$ cat src/rtl/multicycle_ctrl_pkg.sv
// Shared encodings for the multicycle MIPS control sequencer.
// Decode helper honours MULTICYCLE_JUMP_EN for the j opcode.
package multicycle_ctrl_pkg;

    typedef enum logic [3:0] {
        S_FETCH  = 4'd0,
        S_DECODE = 4'd1,
        S_MEMADR = 4'd2,
        S_MEMRD  = 4'd3,
        S_MEMWB  = 4'd4,
        S_MEMWR  = 4'd5,
        S_EXEC   = 4'd6,
        S_ALUWB  = 4'd7,
        S_BEQ    = 4'd8,
        S_ADDIEX = 4'd9,
        S_ADDIWB = 4'd10,
        S_JUMP   = 4'd11,
        S_HALT   = 4'd15
    } state_t;

    localparam logic [5:0] OP_RTYPE = 6'b000000;
    localparam logic [5:0] OP_LW    = 6'b100011;
    localparam logic [5:0] OP_SW    = 6'b101011;
    localparam logic [5:0] OP_BEQ   = 6'b000100;
    localparam logic [5:0] OP_ADDI  = 6'b001000;
    localparam logic [5:0] OP_J     = 6'b000010;

    localparam logic [1:0] ALU_OP_ADD   = 2'b00;
    localparam logic [1:0] ALU_OP_SUB   = 2'b01;
    localparam logic [1:0] ALU_OP_FUNCT = 2'b10;

    localparam logic [1:0] ALUSRCB_B     = 2'b00;
    localparam logic [1:0] ALUSRCB_FOUR  = 2'b01;
    localparam logic [1:0] ALUSRCB_IMM   = 2'b10;
    localparam logic [1:0] ALUSRCB_IMMSH = 2'b11;

    localparam logic [1:0] PCSRC_ALU    = 2'b00;
    localparam logic [1:0] PCSRC_ALUOUT = 2'b01;
    localparam logic [1:0] PCSRC_JUMP   = 2'b10;

    // Successor of DECODE for a given opcode; unknown opcodes halt.
    function automatic state_t decode_next(input logic [5:0] op);
        state_t nxt;
        nxt = S_HALT;
        case (op)
            OP_RTYPE:     nxt = S_EXEC;
            OP_LW, OP_SW: nxt = S_MEMADR;
            OP_BEQ:       nxt = S_BEQ;
            OP_ADDI:      nxt = S_ADDIEX;
`ifdef MULTICYCLE_JUMP_EN
            OP_J:         nxt = S_JUMP;
`endif
            default:      nxt = S_HALT;
        endcase
        return nxt;
    endfunction

endpackage

$ cat src/rtl/multicycle_ctrl_outdec.sv
// Moore output decoder: (state, ready) to datapath controls.
// JUMP outputs exist only when MULTICYCLE_JUMP_EN is defined.
module multicycle_ctrl_outdec
    import multicycle_ctrl_pkg::*;
(
    input  state_t     state,
    input  logic       ready,
    output logic       pc_write,
    output logic       pc_write_cond,
    output logic       i_or_d,
    output logic       mem_read,
    output logic       mem_write,
    output logic       ir_write,
    output logic       mem_to_reg,
    output logic       reg_dst,
    output logic       reg_write,
    output logic       alu_src_a,
    output logic [1:0] alu_src_b,
    output logic [1:0] alu_op,
    output logic [1:0] pc_source,
    output logic       instr_done,
    output logic       illegal_op
);

    // Everything idles at 0; each state raises only what it uses.
    always_comb begin
        pc_write      = 1'b0;
        pc_write_cond = 1'b0;
        i_or_d        = 1'b0;
        mem_read      = 1'b0;
        mem_write     = 1'b0;
        ir_write      = 1'b0;
        mem_to_reg    = 1'b0;
        reg_dst       = 1'b0;
        reg_write     = 1'b0;
        alu_src_a     = 1'b0;
        alu_src_b     = ALUSRCB_B;
        alu_op        = ALU_OP_ADD;
        pc_source     = PCSRC_ALU;
        instr_done    = 1'b0;
        illegal_op    = 1'b0;
        case (state)
            S_FETCH: begin
                mem_read  = 1'b1;
                alu_src_b = ALUSRCB_FOUR;
                ir_write  = ready;
                pc_write  = ready;
            end
            S_DECODE: begin
                alu_src_b = ALUSRCB_IMMSH;
            end
            S_MEMADR: begin
                alu_src_a = 1'b1;
                alu_src_b = ALUSRCB_IMM;
            end
            S_MEMRD: begin
                mem_read = 1'b1;
                i_or_d   = 1'b1;
            end
            S_MEMWB: begin
                reg_write  = 1'b1;
                mem_to_reg = 1'b1;
                instr_done = 1'b1;
            end
            S_MEMWR: begin
                mem_write  = 1'b1;
                i_or_d     = 1'b1;
                instr_done = ready;
            end
            S_EXEC: begin
                alu_src_a = 1'b1;
                alu_op    = ALU_OP_FUNCT;
            end
            S_ALUWB: begin
                reg_write  = 1'b1;
                reg_dst    = 1'b1;
                instr_done = 1'b1;
            end
            S_BEQ: begin
                alu_src_a     = 1'b1;
                alu_op        = ALU_OP_SUB;
                pc_write_cond = 1'b1;
                pc_source     = PCSRC_ALUOUT;
                instr_done    = 1'b1;
            end
            S_ADDIEX: begin
                alu_src_a = 1'b1;
                alu_src_b = ALUSRCB_IMM;
            end
            S_ADDIWB: begin
                reg_write  = 1'b1;
                instr_done = 1'b1;
            end
`ifdef MULTICYCLE_JUMP_EN
            S_JUMP: begin
                pc_write   = 1'b1;
                pc_source  = PCSRC_JUMP;
                instr_done = 1'b1;
            end
`endif
            S_HALT: begin
                illegal_op = 1'b1;
            end
            default: ;
        endcase
    end

endmodule

$ cat src/rtl/multicycle_control_fsm.sv
// Multicycle MIPS control sequencer: state register and next state.
// Define MULTICYCLE_JUMP_EN to support the j instruction.
module multicycle_control_fsm
    import multicycle_ctrl_pkg::*;
#(
    parameter int MEM_HANDSHAKE = 1,
    parameter int STATE_W       = 4
) (
    input  logic               clk,
    input  logic               reset,
    input  logic [5:0]         op,
    input  logic               mem_ready,
    output logic               pc_write,
    output logic               pc_write_cond,
    output logic               i_or_d,
    output logic               mem_read,
    output logic               mem_write,
    output logic               ir_write,
    output logic               mem_to_reg,
    output logic               reg_dst,
    output logic               reg_write,
    output logic               alu_src_a,
    output logic [1:0]         alu_src_b,
    output logic [1:0]         alu_op,
    output logic [1:0]         pc_source,
    output logic               instr_done,
    output logic               illegal_op,
    output logic [STATE_W-1:0] state
);

    state_t state_q;
    state_t state_d;
    logic   ready;

    assign ready = (MEM_HANDSHAKE != 0) ? mem_ready : 1'b1;
    assign state = STATE_W'(state_q);

    // State register; reset wins over any wait or halt.
    always_ff @(posedge clk) begin
        if (reset) state_q <= S_FETCH;
        else       state_q <= state_d;
    end

    // Next state; memory states hold until ready.
    always_comb begin
        state_d = state_q;
        case (state_q)
            S_FETCH:  if (ready) state_d = S_DECODE;
            S_DECODE: state_d = decode_next(op);
            S_MEMADR: begin
                if (op == OP_LW)      state_d = S_MEMRD;
                else if (op == OP_SW) state_d = S_MEMWR;
                else                  state_d = S_HALT;
            end
            S_MEMRD:  if (ready) state_d = S_MEMWB;
            S_MEMWR:  if (ready) state_d = S_FETCH;
            S_EXEC:   state_d = S_ALUWB;
            S_ADDIEX: state_d = S_ADDIWB;
            S_MEMWB,
            S_ALUWB,
            S_BEQ,
            S_ADDIWB: state_d = S_FETCH;
`ifdef MULTICYCLE_JUMP_EN
            S_JUMP:   state_d = S_FETCH;
`endif
            S_HALT:   state_d = S_HALT;
            default:  state_d = S_FETCH;
        endcase
    end

    multicycle_ctrl_outdec u_outdec (
        .state         (state_q),
        .ready         (ready),
        .pc_write      (pc_write),
        .pc_write_cond (pc_write_cond),
        .i_or_d        (i_or_d),
        .mem_read      (mem_read),
        .mem_write     (mem_write),
        .ir_write      (ir_write),
        .mem_to_reg    (mem_to_reg),
        .reg_dst       (reg_dst),
        .reg_write     (reg_write),
        .alu_src_a     (alu_src_a),
        .alu_src_b     (alu_src_b),
        .alu_op        (alu_op),
        .pc_source     (pc_source),
        .instr_done    (instr_done),
        .illegal_op    (illegal_op)
    );

endmodule
$ cat config.mk
export PLATFORM = sky130hd
export DESIGN_NAME = multicycle_control_fsm
export DESIGN_NICKNAME = d
export VERILOG_FILES = /design/src/rtl/multicycle_ctrl_pkg.sv /design/src/rtl/multicycle_ctrl_outdec.sv /design/src/rtl/multicycle_control_fsm.sv
export SDC_FILE = /design/constraint.sdc
export NUM_CORES = 1
export LEC_CHECK = 0
export BUFFER_PORTS_ARGS = -buffer_cell sky130_fd_sc_hd__buf_4
export CORE_MARGIN = 3
export CORE_UTILIZATION = 48
export CTS_CLUSTER_DIAMETER = 50
export DETAILED_ROUTE_END_ITERATION = 8
export PLACE_DENSITY = 0.87
export SYNTH_ARGS = -nofsm -noshare
export SYNTH_HDL_FRONTEND = slang
export SYNTH_HIERARCHICAL = 1
export SYNTH_SLANG_ARGS = --single-unit
$ cat constraint.sdc
create_clock -name clk -period 2.4 [get_ports clk]
set_clock_uncertainty 0.15 [all_clocks]
set_input_delay 0.36 -clock clk [delete_from_list [all_inputs] [get_ports clk]]
set_output_delay 0.36 -clock clk [all_outputs]
set_load 0.01 [all_outputs]
==> results, run 1 <==
- The routed layout has 761 vias.
- The overall overflow remaining after global route is 0.
- The die area is approximately 0.0018 sq mm.
- The met1 track demand over resource in global routing is ~23%.
- Of all nets on the critical path, the largest fanout is 23.
- The first TritonRoute pass finished after 4 iterations.
- The largest total area in the synthesized netlist belongs to sky130_fd_sc_hd__dfxtp_1.
- The fmax is 449 MHz.
- The number of max-slew violations in the final report is 0.
- The synthesized area per cell is 6.80 sq um.
- The top-level I/O count is 31.
- The detailed-route wire length per cell is ~12 um.
- The run finished with clean final reports.
- For this run, the leading register cell type out of synthesis is sky130_fd_sc_hd__dfxtp_1.
- The remaining routing DRC violations is 0.
- The number of endpoints with negative hold slack in the final report is 0.
- By count the netlist is led by 9 x sky130_fd_sc_hd__nand2_1, 9 x sky130_fd_sc_hd__nor2_1, 8 x sky130_fd_sc_hd__nor3_1.
- The sort of element at the end of the critical path is a primary output.
- Combinational cells account for between 70% and 80% of the total power.
- The first global-routing pass estimated ~2500 um of wire.
- The via count of the first global-routing pass is 575.
- The starting density of the core is roughly 55%.
- Of the total power, the clock network draws 8.3%.
- The TritonCTS buffer count is 3.
- Entering global routing, the biggest net connects 24 pins.
- STA classifies the critical path startpoint as a register.
- The startpoint identified for the worst register-to-register timing path is state[0]$_SDFFE_PP0P_.
- For this block, the routed nets add up to roughly 1600 um of wire.
- The internal power of the cells totals approximately 0.53 mW.
- By area the synthesized netlist is led by sky130_fd_sc_hd__dfxtp_1 12%, sky130_fd_sc_hd__nor3_1 6.1%, sky130_fd_sc_hd__nand2_1 5.2%.
- The register with the most flip-flops in the layout has 4 of them.
- From synthesis to final layout, the design area changed by 28.4%.
- Including well taps, the total number of placed cells is 128.
- The number of buffers inserted by port buffering is 29.
- The total negative slack for setup checks is 0 ns.
- The detailed router's first-iteration violation count is 19.
- The worst-case hold path end point is state[1]$_SDFFE_PP0P_.
- The number of antenna diodes in the final layout is 0.
- The clock tree from TritonCTS is done.
- The worst path arrival time is approximately 1.7 ns.
- Measured against its own limit, the worst slew margin works out to 45.9%.
- Across the run, the number of max-cap violations was 0.
- The number of nets in the synthesized netlist is 105.
- The most used routing layer in global routing is met2.
- The CTS H-tree depth is 1.
- Routability-driven placement finished with a final weighted congestion of about 0.92.
- The class of the tightest hold or removal check is in2reg.
- The total core area is approximately 0.0012 sq mm.
- The switching share of power is roughly 49%.
- In the global route stage, met3 resource usage came out at 2.97%.
- The average via count per standard cell is just under 6.
- The CTS sink count is 4.
- The power density over cell area is 1240 mW/mm^2.
- Hold timing on the final database bottoms out at a slack of roughly 0.16 ns.
- The die span in x is ~43 um.
- The share of the clock period used by the worst path is approximately 93%.
- The worst hold path begins at reset.
- In this run the vertical extent of the chip is 42.9 um.
- The maximum VDD drop is 0.688 mV.
- The static leakage power is about 0.34 nW.
- The gate count of the mapped netlist is 96.
- Setup violations remaining at the end of the flow were counted as 0.
- On the critical path, the stage with the largest delay is an instance of sky130_fd_sc_hd__dfxtp_1.
- The slew of the pin with the lowest slew margin is 0.810 ns.
- The count of nets left with antenna violations once routing finished came out at 0.
- The depth of the worst register-to-register path is 4.
- The post-synthesis sequential area ratio is 12.3%.
- The signal on the critical path passes through nand2b_4 -> or2_1 -> a21oi_1 -> buf_4.
- After synthesis the netlist holds a flip-flop and latch count of 4.
- Once layout is complete, the cells apart from fillers number around 130.
- For this design the total switching power over the nets is around 0.51 mW.
- The share of synthesized registers carrying an async set or reset is 0%.
- The post-synthesis cell area is 653 sq um.
- After the last flow step, the layout net total stands at approximately 130.
- The area share of the leading cell type in the synthesized netlist is between 10% and 20%.
- The half-perimeter wire length after detailed placement is roughly 1300 um.
- The number of hold-repair buffers added at the cts stage is 0.
- In this run, post-CTS repair resized a total of 0 instances.
- The number of distinct library cells after synthesis is 40.
- The worst reg2reg path endpoint is state[2]$_SDFFE_PP0P_.
- Clock latency on the worst-skew pair, taken at its later pin, is ~0.24 ns.
- Setup repair after global routing left no endpoint under its margin.
- Data on the critical path is required at its endpoint by roughly 1.9 ns.
- The worst-case register-to-register setup slack is 0.46 ns.
- For this run, the number of Yosys warnings is 6.
- The clock root buffer is sky130_fd_sc_hd__clkbuf_4.
- The type of the setup path with the least slack is reg2out.
- Of the cells placed in the final design, the portion with a size suffix greater than 1 is between 30 and 40%.
- After clock tree synthesis, the clock-pin slew on the worst setup and hold paths is 0.04 ns.
- The share of total power dissipated in sequential elements is about a fifth.
- The largest buffer count on any clock path is 2.
- After clock tree synthesis, the setup repair step added 0 buffers.
- The worst hold path depth is 2.
- The critical path's largest stage delay is around 0.84 ns.
- The met2 global-route usage is 27.5%.
- The final critical delay including setup and external delays is about 2.2 ns.
- The floorplan has 12 rows.
- The global-route total usage across every layer is between 15 and 20%.
- The number of antenna violations at the first check in global routing came to 0.
- In this run, synthesis inferred 0 flip-flops with an integrated enable.
==> power by group through the flow <==
stage	Clock, mW	Sequential (mW)	Combinational [mW]
2_1_floorplan	0	0.135	0.576
3_3_place_gp	0	0.192	0.752
3_5_place_dp	0	0.196	0.760
4_1_cts	0.0886	0.194	0.762
5_1_grt	0.0933	0.205	0.823
6_report	0.0866	0.197	0.759
==> per-layer routing <==
| metal | wire length, um | vias to the layer above |
|---|---|---|
| met2 | 778 | 44 |
| met5 | 0 | - |
| li1 | - | 380 |
| met4 | 14 | 0 |
| met3 | 171 | 2 |
| met1 | 668 | 335 |
==> placed cells by master, fill, tap and decap left out, drive strengths merged, types with 3 or more instances in the layout <==
cell	instances
o21ai	4
a21oi	5
xnor2	3
buf	31
nand3	3
nor3	8
clkbuf	3
nand2	9
nand2b	5
nor2	10
inv	4
dfxtp	4
a211oi	3
==> through the flow <==
stage | instance area (sq um) | power [mW] | utilization, % | setup slack (ns)
5_1_grt | 838 | 1.12 | 70.7 | 0.0348
3_3_place_gp | 816 | 0.943 | 68.8 | 0.506
4_1_cts | 838 | 1.04 | 70.7 | 0.176
2_1_floorplan | 653 | 0.712 | - | 0.454
6_report | 838 | 1.04 | 70.7 | 0.171
3_5_place_dp | 816 | 0.956 | 68.8 | 0.433
==> worst max-delay path: cells and delay by family (launching register included) <==
family / cells / cell delay [ns]
AOI/OAI and AO/OA: 1 / 0.15
buffers and inverters: 1 / 0.14
DFF: 1 / 0.84
and+or+nand+nor: 2 / 0.34
==> cell type report <==
class / instances / area (sq um)
Clock buffer: 3 / 22.5
Inverter: 4 / 15.0
Multi-Input combinational cell: 75 / 470
Fill cell: 99 / 348
Tap cell: 14 / 17.5
Timing Repair Buffer: 31 / 233
Sequential cell: 4 / 80.1
==> worst max path at each step <==
| stage | start | endpoint | cells after the start |
|---|---|---|---|
| 3_3_place_gp | state[0]$_SDFFE_PP0P_ | instr_done | 4 |
| 4_1_cts | state[1]$_SDFFE_PP0P_ | alu_src_b[1] | 4 |
| 6_report | state[1]$_SDFFE_PP0P_ | alu_src_b[1] | 4 |
| 2_1_floorplan | state[2]$_SDFFE_PP0P_ | alu_op[0] | 4 |
| 3_5_place_dp | state[1]$_SDFFE_PP0P_ | alu_src_b[1] | 4 |
| 5_1_grt | state[1]$_SDFFE_PP0P_ | alu_src_b[1] | 4 |
==> cell families (layout without fill, tap and decap cells) <==
kind of cell	Yosys count	after routing	share of synthesized area, %
simple gates	48	48	41.6
compound gates	23	23	25.9
buf+inv	17	38	15.7
xor+xnor	3	3	4.02
other cells	1	1	0.574
flops	4	4	12.3
Note: power is estimated with default switching activity, not from simulation.
==> inputs of run 2 (changes only) <==
--- a/config.mk
+++ b/config.mk
@@ -11,6 +11,7 @@
 export CTS_CLUSTER_DIAMETER = 50
 export DETAILED_ROUTE_END_ITERATION = 8
 export PLACE_DENSITY = 0.87
+export SETUP_SLACK_MARGIN = 0.3
 export SYNTH_ARGS = -nofsm -noshare
 export SYNTH_HDL_FRONTEND = slang
 export SYNTH_HIERARCHICAL = 1
==> run 2 against run 1 <==
Maximum frequency up 12%. Sequential share of layout area rose by 0.27 points. Critical path type unchanged. Global-route usage is 0.34 points higher. Highest routed layer unchanged. Total power increased by 0.13%.
==> results, run 2 (synthesis results as in run 1) <==
- The flow ran to the end, and the final reports show no timing, DRC or antenna violations.
- In this run the deepest clock path goes through 2 buffers.
- The combined buffer and inverter count along the critical path is 2.
- Once detailed placement completed, the half-perimeter wirelength came to between 1000 and 1500 um.
- The total length of routed wires is 1640 um.
- The finished cells cover 841 sq um.
- Dividing the final minimum period by the clock period gives between 80 and 90%.
- The fraction of final layout cells with drive strength greater than 1 is around 38%.
- The number of endpoints with negative hold slack in the final report is 0.
- Static timing analysis puts the maximum clock frequency at about 500 MHz.
- The wire length of the first global-routing pass is around 2600 um.
- After detailed routing, the number of remaining DRC violations is 0.
- Hold repair after CTS inserted 0 buffers.
- After detailed routing, no signal wire sits above met4.
- In the global route stage, overall resource usage came out at 17.9%.
- In this run the number of H-tree levels came out at 1.
- For the worst setup path, the data required time is 1.89 ns.
- The placed instances occupy a cell area of 816 sq um.
- The post-route core utilization is between 70% and 80%.
- The core region is about 0.0012 sq mm.
- Including well taps, the total number of placed cells is around 130.
- The cell row count is 12.
- By startpoint and endpoint, the worst setup path is classified as reg2out.
- Walking the worst path, the cells encountered are buf_4 -> xnor2_1 -> nor3b_1 -> buf_4.
- Setup repair after global routing left no endpoint under its margin.
- The later-pin clock latency in the skew report is 0.24 ns.
- Of all nets on the critical path, the largest fanout is 19.
- The die area is about 0.0018 sq mm.
- The routed wire length on met2 is roughly 810 um.
- The maximum VDD drop is 0.696 mV.
- Counting stages on the worst path, the most repeated cell is sky130_fd_sc_hd__buf_4.
- Fill cells in the final layout number 100.
- The worst-case setup slack after placement is 0.433 ns.
- The total via count in the routed design is ~760.
- The element type at the critical path start is a register.
- Among all stages on the critical path, the largest delay is contributed by sky130_fd_sc_hd__dfxtp_1.
- The TritonCTS buffer count is 3.
- The total of endpoints with negative setup slack in the final report is 0.
- The worst-case hold slack is between 0.15 and 0.2 ns.
- In this run, the number of DRC markers left after iteration 0 of detailed routing was 24.
- Counting every sink on the clock net gives 4.
- The worst path arrival time is 1.48 ns.
- The class of the tightest hold or removal check is in2reg.
- The number of max-cap violations is 0.
- The worst path setup slack after routing is 0.412 ns.
- After clock tree synthesis, the clock-pin slew on the worst setup and hold paths is around 0.040 ns.
- The largest single stage delay on the critical path is 0.48 ns.
- The starting density of the core is between 50% and 60%.
- The final net count is 128.
- The routed metal-1 wire length is around 670 um.
- The iteration count of the initial detailed-routing pass is 4.
- The top-level I/O count is 31.
- In this run the remaining antenna-violating nets after routing total 0.
- Compared with the post-synthesis result, the final layout area differs by 28.7%.
- The die span in x is roughly 43 um.
- In the layout the commonest cells are 31 x sky130_fd_sc_hd__buf_4, 9 x sky130_fd_sc_hd__nand2_1, 9 x sky130_fd_sc_hd__nor2_1.
- The clock period could shrink to slightly below 2 ns.
- The post-route total power is ~1.0 mW.
- The average via count per standard cell is roughly 5.8.
- The total negative slack for setup checks is 0 ns.
- The repair_antennas step left the layout with diodes totalling 0.
- The congestion estimate from routability-driven global placement came to between 0.9 and 1.
- The via count of the first global-routing pass came to 588.
- The sequential cells in the finished layout cover a total of ~83 sq um.
- The cell sitting at the root of the clock tree is a sky130_fd_sc_hd__clkbuf_4.
- Leaving out fill and tap cells, the most frequent cell in the layout is sky130_fd_sc_hd__buf_4.
- The static leakage power is between 0.3 and 0.4 nW.
- In this run the vertical extent of the chip is approximately 43 um.
- The number of buffers inserted by port buffering is 29.
- The largest net degree at the start of global routing is 24.
- Summing all multi-input logic gate instances after layout gives between 400 and 500 sq um.
- The power density over cell area is between 1000 and 1500 mW/mm^2.
- After detailed routing, the met3 layer carries roughly 150 um of wire.
- The worst setup path is captured at a primary output.
- Dividing the detail-routed wire length by the instance count gives around 13 um.
- The number of antenna violations at the first check in global routing is 0.
- The register with the most flip-flops in the layout has 4 of them.
- The category of cells accounting for the largest share of critical-path delay is flip-flops.
- After the flow finishes, the layout carries non-filler instances totaling ~130.
- The overall overflow remaining after global route is 0.
- The clock tree from TritonCTS is done.
- The number of max-slew violations in the final report came to 0.
## run 2: layout make-up
type                       count  share of cell area (%)
tap                           14                    2.08
sequential                     4                    9.82
inverter                       4                    1.79
timing repair buffer          31                    27.7
clock buffer                   3                    2.68
multi-input combinational     75                    56.0
## run 2: report_power, final
group	total [mW]	internal [mW]	switching, mW
Combinational	0.757	0.382	0.375
Sequential	0.200	0.0980	0.102
Clock	0.0859	0.0560	0.0298
Total	1.04	0.536	0.508
## run 2: worst paths after layout
check | depth (start not counted) | start | slack, ns | endpoint
setup / recovery | 4 | state[2]$_SDFFE_PP0P_ | 0.41 | i_or_d
hold reg to reg | 2 | state[0]$_SDFFE_PP0P_ | 0.50 | state[0]$_SDFFE_PP0P_
setup reg to reg | 4 | state[1]$_SDFFE_PP0P_ | 0.72 | state[2]$_SDFFE_PP0P_
hold / removal | 2 | reset | 0.16 | state[1]$_SDFFE_PP0P_
## run 2: what timing repair did
item,in CTS,in global routing
endpoints found under the setup margin,6,0
buffers inserted,0,0
resized for setup,2,0
## run 2: routing by layer
metal,up-vias,track usage [%]
met5,-,0
met2,38,28.7
met3,2,2.97
met1,335,23.2
li1,382,-
met4,0,7.45
